$ cat src/rtl/div_if.sv
// Request/response bundle between the execute stage and the multi-cycle divider.
// The master drives operands and the start/annul handshake; the slave returns {HI, LO} and status.
interface div_if;
    logic        signed_div_i;
    logic [31:0] opdata1_i;
    logic [31:0] opdata2_i;
    logic        start_i;
    logic        annul_i;
    logic [63:0] result_o;
    logic        ready_o;
    logic        busy_o;

    modport master (
        output signed_div_i, opdata1_i, opdata2_i, start_i, annul_i,
        input  result_o, ready_o, busy_o
    );

    modport slave (
        input  signed_div_i, opdata1_i, opdata2_i, start_i, annul_i,
        output result_o, ready_o, busy_o
    );
endinterface

$ cat src/rtl/div.sv
// 32-cycle restoring divider (DIV/DIVU), result {remainder, quotient}.
// Optional macro DIV_ZERO_FAST_EN short-circuits a zero divisor through BYZERO.
//
// state  | meaning
// FREE   | idle, waiting for start_i
// BYZERO | zero divisor seen, result forced to 0 (fast path only)
// ON     | one shift-subtract step per cycle, 32 cycles
// END    | result valid, held until start_i falls
module div (
    input  logic clk,
    input  logic rst,
    div_if.slave bus
);

    typedef enum logic [1:0] {FREE, BYZERO, ON, END} state_t;

    state_t      r_state;
    state_t      w_next;
    logic [5:0]  r_cnt;
    logic [31:0] r_quo;
    logic [31:0] r_rem;
    logic [31:0] r_divisor;
    logic        r_sign_a;
    logic        r_sign_b;

    logic        w_accept;
    logic        w_last;
    logic        w_neg_a;
    logic        w_neg_b;
    logic [31:0] w_abs_a;
    logic [31:0] w_abs_b;
    logic [32:0] w_trial;
    logic [31:0] w_quo_step;
    logic [31:0] w_rem_step;
`ifdef DIV_ZERO_FAST_EN
    logic        w_zero_div;
    assign w_zero_div = (bus.opdata2_i == 32'd0);
`endif

    assign w_accept = bus.start_i & ~bus.annul_i;
    assign w_last   = (r_cnt == 6'd31);
    assign w_neg_a  = bus.signed_div_i & bus.opdata1_i[31];
    assign w_neg_b  = bus.signed_div_i & bus.opdata2_i[31];
    assign w_abs_a  = w_neg_a ? (32'd0 - bus.opdata1_i) : bus.opdata1_i;
    assign w_abs_b  = w_neg_b ? (32'd0 - bus.opdata2_i) : bus.opdata2_i;

    // Partial remainder stays below the divisor, so bit 32 of the trial is a clean borrow flag.
    assign w_trial = {r_rem, r_quo[31]} - {1'b0, r_divisor};

    always_comb begin
        if (w_trial[32]) begin
            w_rem_step = {r_rem[30:0], r_quo[31]};
            w_quo_step = {r_quo[30:0], 1'b0};
        end else begin
            w_rem_step = w_trial[31:0];
            w_quo_step = {r_quo[30:0], 1'b1};
        end
    end

    always_ff @(posedge clk or negedge rst) begin
        if (!rst) begin
            r_state <= FREE;
        end else begin
            r_state <= w_next;
        end
    end

    always_comb begin
        w_next       = r_state;
        bus.busy_o   = 1'b1;
        bus.ready_o  = 1'b0;
        bus.result_o = 64'd0;
        case (r_state)
            FREE: begin
                bus.busy_o = 1'b0;
                if (w_accept) begin
`ifdef DIV_ZERO_FAST_EN
                    w_next = w_zero_div ? BYZERO : ON;
`else
                    w_next = ON;
`endif
                end
            end
            BYZERO: begin
                w_next = bus.annul_i ? FREE : END;
            end
            ON: begin
                if (bus.annul_i) begin
                    w_next = FREE;
                end else if (w_last) begin
                    w_next = END;
                end
            end
            END: begin
                bus.ready_o  = 1'b1;
                bus.result_o = {r_rem, r_quo};
                if (!bus.start_i) begin
                    w_next = FREE;
                end
            end
            default: w_next = FREE;
        endcase
    end

    always_ff @(posedge clk or negedge rst) begin
        if (!rst) begin
            r_cnt     <= 6'd0;
            r_quo     <= 32'd0;
            r_rem     <= 32'd0;
            r_divisor <= 32'd0;
            r_sign_a  <= 1'b0;
            r_sign_b  <= 1'b0;
        end else begin
            case (r_state)
                FREE: begin
                    if (w_accept) begin
                        r_cnt     <= 6'd0;
                        r_quo     <= w_abs_a;
                        r_rem     <= 32'd0;
                        r_divisor <= w_abs_b;
                        r_sign_a  <= w_neg_a;
                        r_sign_b  <= w_neg_b;
                    end
                end
                BYZERO: begin
                    r_quo <= 32'd0;
                    r_rem <= 32'd0;
                end
                ON: begin
                    if (!bus.annul_i) begin
                        r_cnt <= r_cnt + 6'd1;
                        // Sign correction folds into the final step so END holds a finished result.
                        if (w_last) begin
                            r_quo <= (r_sign_a ^ r_sign_b) ? (32'd0 - w_quo_step) : w_quo_step;
                            r_rem <= r_sign_a ? (32'd0 - w_rem_step) : w_rem_step;
                        end else begin
                            r_quo <= w_quo_step;
                            r_rem <= w_rem_step;
                        end
                    end
                end
                default: ;
            endcase
        end
    end

endmodule

$ cat src/flat_wrapper.sv
// flat-port wrapper written by rule: the top's interface ports become plain ports
module div_flat 
  (clk, rst, bus_signed_div_i, bus_opdata1_i, bus_opdata2_i, bus_start_i, bus_annul_i, bus_result_o, bus_ready_o, bus_busy_o);
  div_if bus_i ();
  input  logic clk;
  input  logic rst;
  input wire logic [$bits(bus_i.signed_div_i)-1:0] bus_signed_div_i;
  input wire logic [$bits(bus_i.opdata1_i)-1:0] bus_opdata1_i;
  input wire logic [$bits(bus_i.opdata2_i)-1:0] bus_opdata2_i;
  input wire logic [$bits(bus_i.start_i)-1:0] bus_start_i;
  input wire logic [$bits(bus_i.annul_i)-1:0] bus_annul_i;
  output wire logic [$bits(bus_i.result_o)-1:0] bus_result_o;
  output wire logic [$bits(bus_i.ready_o)-1:0] bus_ready_o;
  output wire logic [$bits(bus_i.busy_o)-1:0] bus_busy_o;
  assign bus_i.signed_div_i = bus_signed_div_i;
  assign bus_i.opdata1_i = bus_opdata1_i;
  assign bus_i.opdata2_i = bus_opdata2_i;
  assign bus_i.start_i = bus_start_i;
  assign bus_i.annul_i = bus_annul_i;
  assign bus_result_o = bus_i.result_o;
  assign bus_ready_o = bus_i.ready_o;
  assign bus_busy_o = bus_i.busy_o;
  div u_core (.clk(clk), .rst(rst), .bus(bus_i));
endmodule
$ cat config.mk
export PLATFORM = sky130hd
export DESIGN_NAME = div_flat
export DESIGN_NICKNAME = d
export VERILOG_FILES = /design/src/rtl/div_if.sv /design/src/rtl/div.sv /design/src/flat_wrapper.sv
export SDC_FILE = /design/constraint.sdc
export NUM_CORES = 1
export LEC_CHECK = 0
export ABC_AREA = 1
export ABC_CLOCK_PERIOD_IN_PS = 4600
export CORE_AREA = 4 4 131 183
export CTS_CLUSTER_DIAMETER = 40
export DETAILED_ROUTE_END_ITERATION = 10
export DIE_AREA = 0 0 135 187
export PLACE_DENSITY = 0.75
export SYNTH_ARGS = -nofsm -noshare
export SYNTH_HDL_FRONTEND = slang
export SYNTH_SLANG_ARGS = --single-unit
$ cat constraint.sdc
create_clock -name clk -period 4.6 [get_ports clk]
set_clock_uncertainty 0.05 [all_clocks]
set_input_delay 0.46 -clock clk [delete_from_list [all_inputs] [get_ports clk]]
set_output_delay 0.46 -clock clk [all_outputs]
set_load 0.02 [all_outputs]
==> impl_metrics.env, run 1 <==
export IMPL_slew_violations=0
export IMPL_cts_buffers=9
export IMPL_fin_crit_sh=0.897
export IMPL_via_count=12633
export IMPL_synth_top_area_cell="dfrtp_1"
export IMPL_postCtsSetupBuffers=0
export IMPL_wirelength_um=38000
export IMPL_wire_per_inst_um=16.2
export IMPL_syn_area_mm2=0.0112
export IMPL_dp_hpwl_um=30200
export IMPL_cp_top_family="simple AND/OR/NAND/NOR gates"
export IMPL_synth_top_cell_area_share=0.236
export IMPL_vdd_drop_max_v=0.000479
export IMPL_synth_warnings=0
export IMPL_place_congestion=1.01
export IMPL_fin_util=0.592
export IMPL_drt_iter0_markers=812
export IMPL_layout_drive_gt1_share=0.0532
export IMPL_io_buffers=134
export IMPL_crit_top_cell="nand2_1"
export IMPL_max_cap_viol_count=0
export IMPL_crit_path_start_kind="flop"
export IMPL_synth_top_cells_by_count="nand2_1 (633), inv_1 (333), nor2_1 (171)"
export IMPL_die_y_um=187
export IMPL_async_flop_share=1.00
export IMPL_p_per_area_mw_per_mm2=763
export IMPL_path_max_fanout=7
export IMPL_viasPerCell=5.38
export IMPL_crit_type="reg -> reg"
export IMPL_yosysSeqAreaShare=0.236
export IMPL_post_route_drc_count=0
export IMPL_antennaDiodeCount=0
export IMPL_cts_path_max_buffers=2
export IMPL_slew_headroom=0.423
export IMPL_clkTransAtPathRegs_ns=0.08
export IMPL_tns_ns=0
export IMPL_rows=65
export IMPL_dpl_worst_slack_ns=0.374
export IMPL_synth_edff_count=0
export IMPL_final_cells=2350
export IMPL_cts_sink_count=106
export IMPL_die_area_mm2=0.0252
export IMPL_grt_pass1_vias=12522
export IMPL_synthTopCellsByArea="dfrtp_1 (24%), nand2_1 (21%), inv_1 (11%), o21ai_0 (5.9%), nor2_1 (5.7%)"
export IMPL_p_leak_uw=0.00747
export IMPL_grt_pass1_wl_um=61100
export IMPL_ant_nets=0
export IMPL_setup_viol=0
export IMPL_ys_flop_type="dfrtp_1"
export IMPL_clk_latency_ns=0.38
export IMPL_crit_chain="ha_1, nand2_1, inv_1, nand2_1, nand2_1, nand2_1, nand2_1, a21oi_2, nand3_2, nand2_4, ha_1, inv_1, nor3_1, nand3_1, nor4_4, nand3_2, o21ai_1, o21ai_1, o21ai_0, nand2_1, o21ai_1, nand2_1, o21ai_1"
export IMPL_min_path_type="in -> async"
export IMPL_ctsHoldBuffers=0
export IMPL_tightest_slew_ns=0.860
export IMPL_syn_area_per_cell_um2=5.82
export IMPL_grt_overflow=0
export IMPL_setup_ws_ns=0.472
export IMPL_outcome="complete, no violations"
export IMPL_ios=135
export IMPL_slowest_stage="dfrtp_1"
export IMPL_syn_num_nets=2041
export IMPL_grt_max_degree=68
export IMPL_area_delta_synth_final_pct=17.8
export IMPL_final_nets=2154
export IMPL_finalHoldViolCount=0
export IMPL_grtUsageTotal=0.303
export IMPL_die_width_um=135
export IMPL_finalPower_uw=10100
export IMPL_core_mm2=0.0224
export IMPL_initial_core_util=0.502
export IMPL_slowest_delay_ns=0.46
export IMPL_first_pass_iters=7
export IMPL_clockRootBuffer="clkbuf_16"
export IMPL_path_buf_inv=2
export IMPL_yosysMostFrequentCell="nand2_1"
export IMPL_cts_tree="done"
export IMPL_htreeDepth=3
export IMPL_cp_required_ns=4.85
export IMPL_synthCells=1931
export IMPL_dp_cells=2334
export IMPL_ys_ff_latch=106
export IMPL_rsz0062_at_grt="no"
export IMPL_endpoint_kind="flop"
export IMPL_fmax_mhz=242
export IMPL_worst_ep_arrival_time_ns=4.37
export IMPL_antenna_found_initial=0
export IMPL_min_period_ns=4.13
export IMPL_ys_types=56
[registers in the layout, indices dropped and copies added, names as in the netlist]
signal            cells
u_core.r_state        2
u_core.r_sign_b       1
u_core.r_cnt          6
u_core.r_sign_a       1
u_core.r_divisor     32
u_core.r_quo         32
u_core.r_rem         32
[power by group]
group / leakage (uW) / switching [uW] / internal, uW / total, uW
sequential: 0.00136 / 383 / 1320 / 1700
clock: 0.000167 / 399 / 537 / 937
combinational: 0.00594 / 5030 / 2430 / 7460
total: 0.00747 / 5820 / 4280 / 10100
[through the flow]
stage / hold slack (ns) / instance area, um2
floorplan: 0.114 / 11200
global placement: 0.422 / 12900
detailed placement: 0.425 / 12900
global route: 0.162 / 13200
finish: 0.102 / 13200
CTS: 0.135 / 13200
[metal layers]
metal	global-route usage	vias up	share of wire	wire [um]
li1	-	6300	-	-
met1	0.324	5707	0.37	13900
met2	0.542	473	0.50	19100
met3	0.0328	153	0.046	1750
met4	0.218	0	0.085	3230
met5	0	-	0	0
[timing repair]
item	CTS	global route
endpoints found under the hold margin	0	0
setup endpoints to repair	0	2
resized for setup	0	4
[kinds of logic (layout without fill, tap and decap cells)]
group | Yosys count | in the layout | synth area share
xor+xnor | 52 | 52 | 0.0405
flops | 106 | 106 | 0.236
compound gates | 274 | 274 | 0.135
simple gates | 1064 | 1064 | 0.406
fa+ha+maj | 41 | 41 | 0.0463
buf+inv | 394 | 512 | 0.136
[path summary, 6_finish.rpt]
| path | from | end | cells past startpoint | slack [ns] |
|---|---|---|---|---|
| worst max-delay path | u_core.r_rem[18] | u_core.r_quo[30] | 23 | 0.47 |
| worst min-delay path | rst | u_core.r_cnt[2] | 1 | 0.10 |
| worst max register to register | u_core.r_rem[18] | u_core.r_quo[30] | 23 | 0.47 |
| worst min register to register | u_core.r_divisor[10] | u_core.r_divisor[10] | 2 | 0.44 |
| max in group asynchronous | rst | u_core.r_rem[25] | 2 | 3.21 |
| min in group clk | u_core.r_divisor[10] | u_core.r_divisor[10] | 2 | 0.44 |
[cell type report]
cell class / count / area (um2)
multi-input cells: 1431 / 7090
well taps: 301 / 377
inverters: 343 / 1290
repair buffers: 153 / 1480
fillers: 2335 / 9130
clock buffers: 9 / 225
clock inverters: 7 / 124
flip-flops and latches: 106 / 2650
[cells in the final DEF (no fill, tap or decap), types with 24 or more instances in the layout]
| cell type | Yosys | final |
|---|---|---|
| o21ai_0 | 133 | 132 |
| ha_1 | 40 | 39 |
| a21oi_1 | 70 | 70 |
| xor2_1 | 38 | 38 |
| inv_1 | 333 | 333 |
| nand4_1 | 24 | 24 |
| nor3_1 | 34 | 33 |
| clkdlybuf4s50_1 | 0 | 133 |
| nor2_1 | 171 | 171 |
| dfrtp_1 | 106 | 106 |
| nand3_1 | 120 | 119 |
| nand2_1 | 633 | 633 |
No activity file was read; power rests on OpenSTA's default activity.
==> run 2, diff against run 1 <==
--- a/constraint.sdc
+++ b/constraint.sdc
@@ -4,2 +4,2 @@
 set_output_delay 0.46 -clock clk [all_outputs]
-set_load 0.02 [all_outputs]
+set_load 0.01 [all_outputs]
==> run 2 against run 1 <==
  * Critical path depth stayed put
  * Sequential share of layout area grew 0.089 points
  * Sequential cell count did not move
  * Maximum frequency is 3.3% lower
  * Core utilization is 0.26 points lower
  * Cell area decreased by 0.44%
  * Non-clock buffer count is 1 higher
  * Global-route usage grew 0.20 points
  * Critical path type unchanged
==> impl_metrics.env, run 2 (synthesized netlist as in run 1, its figures left out) <==
export IMPL_slowest_stage="dfrtp_1"
export IMPL_vdd_drop_max_v=0.000500
export IMPL_multi_input_area_mm2=0.00707
export IMPL_die_area_mm2=0.0252
export IMPL_clockRootBuffer="clkbuf_16"
export IMPL_grtUsageTotal=0.305
export IMPL_path_buf_inv=2
export IMPL_seqCellArea_mm2=0.00265
export IMPL_antenna_found_initial=0
export IMPL_die_y_um=187
export IMPL_cts_tree="done"
export IMPL_wire_per_inst_um=16.2
export IMPL_antennaDiodeCount=0
export IMPL_mostFrequentLayoutCells="nand2_1 (633), inv_1 (333), nor2_1 (171)"
export IMPL_io_buffers=134
export IMPL_crit_type="reg -> reg"
export IMPL_ctsHoldBuffers=0
export IMPL_top_regs="u_core.r_divisor (32), u_core.r_quo (32), u_core.r_rem (32)"
export IMPL_layout_commonest_cell="nand2_1"
export IMPL_setup_viol=0
export IMPL_worstReg2RegEnd="u_core.r_quo[30]"
export IMPL_core_mm2=0.0224
export IMPL_tightest_slew_ns=0.840
export IMPL_ant_nets=0
export IMPL_viasPerCell=5.36
export IMPL_min_period_ns=4.27
export IMPL_wirelength_um=38000
export IMPL_min_path_type="in -> async"
export IMPL_postCtsSetupBuffers=0
export IMPL_first_pass_iters=5
export IMPL_slew_headroom=0.437
export IMPL_ios=135
export IMPL_cts_buffers=9
export IMPL_max_cap_viol_count=0
export IMPL_post_route_drc_count=0
export IMPL_reg2reg_from="u_core.r_rem[18]"
export IMPL_grt_pass1_vias=12656
export IMPL_grt_max_degree=68
export IMPL_fin_crit_sh=0.928
export IMPL_htreeDepth=3
export IMPL_slew_violations=0
export IMPL_cp_top_family="simple AND/OR/NAND/NOR gates"
export IMPL_cp_required_ns=4.84
export IMPL_initial_core_util=0.502
export IMPL_slowest_delay_ns=0.46
export IMPL_rsz0062_at_grt="yes"
export IMPL_area_delta_synth_final_pct=17.2
export IMPL_via_count=12600
export IMPL_nFillCells=2313
export IMPL_rows=65
export IMPL_p_leak_uw=0.00745
export IMPL_reg2reg_depth=23
export IMPL_clkTransAtPathRegs_ns=0.08
export IMPL_path_max_fanout=7
export IMPL_placed_cell_area_mm2=0.0129
export IMPL_finalPower_uw=9930
export IMPL_layout_drive_gt1_share=0.0508
export IMPL_worst_ep_arrival_time_ns=4.51
export IMPL_cts_path_max_buffers=2
export IMPL_outcome="complete, no violations"
export IMPL_crit_chain="ha_1, nand2_1, inv_1, nand2_1, nand2_1, nand2_1, nand2_1, a21oi_2, nand3_2, nand2_4, ha_1, inv_1, nor3_1, nand3_1, nor4_2, nand3_1, o21ai_0, o21ai_1, o21ai_0, nand2_1, o21ai_1, nand2_1, o21ai_1"
export IMPL_dp_hpwl_um=30300
export IMPL_cts_sink_count=106
export IMPL_p_per_area_mw_per_mm2=754
export IMPL_grt_pass1_wl_um=61600
export IMPL_place_congestion=0.997
export IMPL_grt_overflow=0
export IMPL_fin_util=0.589
export IMPL_crit_top_cell="nand2_1"
export IMPL_die_width_um=135
export IMPL_postCtsResizedCells=0
export IMPL_endpoint_kind="flop"
export IMPL_finalHoldViolCount=0
export IMPL_design_area_mm2=0.0132
export IMPL_final_nets=2155
export IMPL_tns_ns=0
export IMPL_drt_iter0_markers=821
export IMPL_crit_path_start_kind="flop"
export IMPL_clk_latency_ns=0.38
export IMPL_fmax_mhz=234
export IMPL_r2r_slack_ns=0.33
[run 2: power breakdown]
| group | internal, uW | switching, uW |
|---|---|---|
| Sequential | 1320 | 373 |
| Clock | 475 | 367 |
| Combinational | 2430 | 4970 |
| Total | 4220 | 5710 |
[run 2: through the flow]
step	hold WS, ns	cells	setup slack [ns]
after floorplan	0.114	1931	0.713
after global placement	0.423	2335	0.504
after detailed placement	0.428	2335	0.424
after CTS	0.146	2350	0.375
after global routing	0.178	2350	-0.0795
final	0.112	2350	0.331
[run 2: final cells by class]
class | count | area share
clock inverter | 3 | 0.00494
inverter | 343 | 0.0977
multi-input combinational | 1431 | 0.536
clock buffer | 12 | 0.0179
sequential | 106 | 0.201
tap | 301 | 0.0286
timing repair buffer | 154 | 0.113
[run 2: worst max path at each step]
| stage | endpoint | slack [ns] | depth (start not counted) | start |
|---|---|---|---|---|
| 2_1_floorplan | u_core.r_quo[28] | 0.71 | 27 | u_core.r_divisor[0] |
| 4_1_cts | u_core.r_quo[30] | 0.37 | 23 | u_core.r_rem[18] |
| 3_5_place_dp | u_core.r_quo[30] | 0.42 | 23 | u_core.r_rem[18] |
| 6_report | u_core.r_quo[30] | 0.33 | 23 | u_core.r_rem[18] |
| 5_1_grt | u_core.r_quo[28] | -0.08 | 23 | u_core.r_rem[18] |
| 3_3_place_gp | u_core.r_quo[30] | 0.50 | 23 | u_core.r_rem[18] |
[run 2: metal layers]
metal | up-vias | global-route usage | wire [um]
met4 | 0 | 0.218 | 3060
met1 | 5741 | 0.327 | 14000
met5 | - | 0 | 0
met2 | 431 | 0.547 | 19300
met3 | 141 | 0.0312 | 1640
li1 | 6287 | - | -
==> run 3, diff against run 2 <==
- HOLD_SLACK_MARGIN: not set -> 0.03
==> results of run 3 <==
Final layout, timing and power as in run 2 (identical DEF).
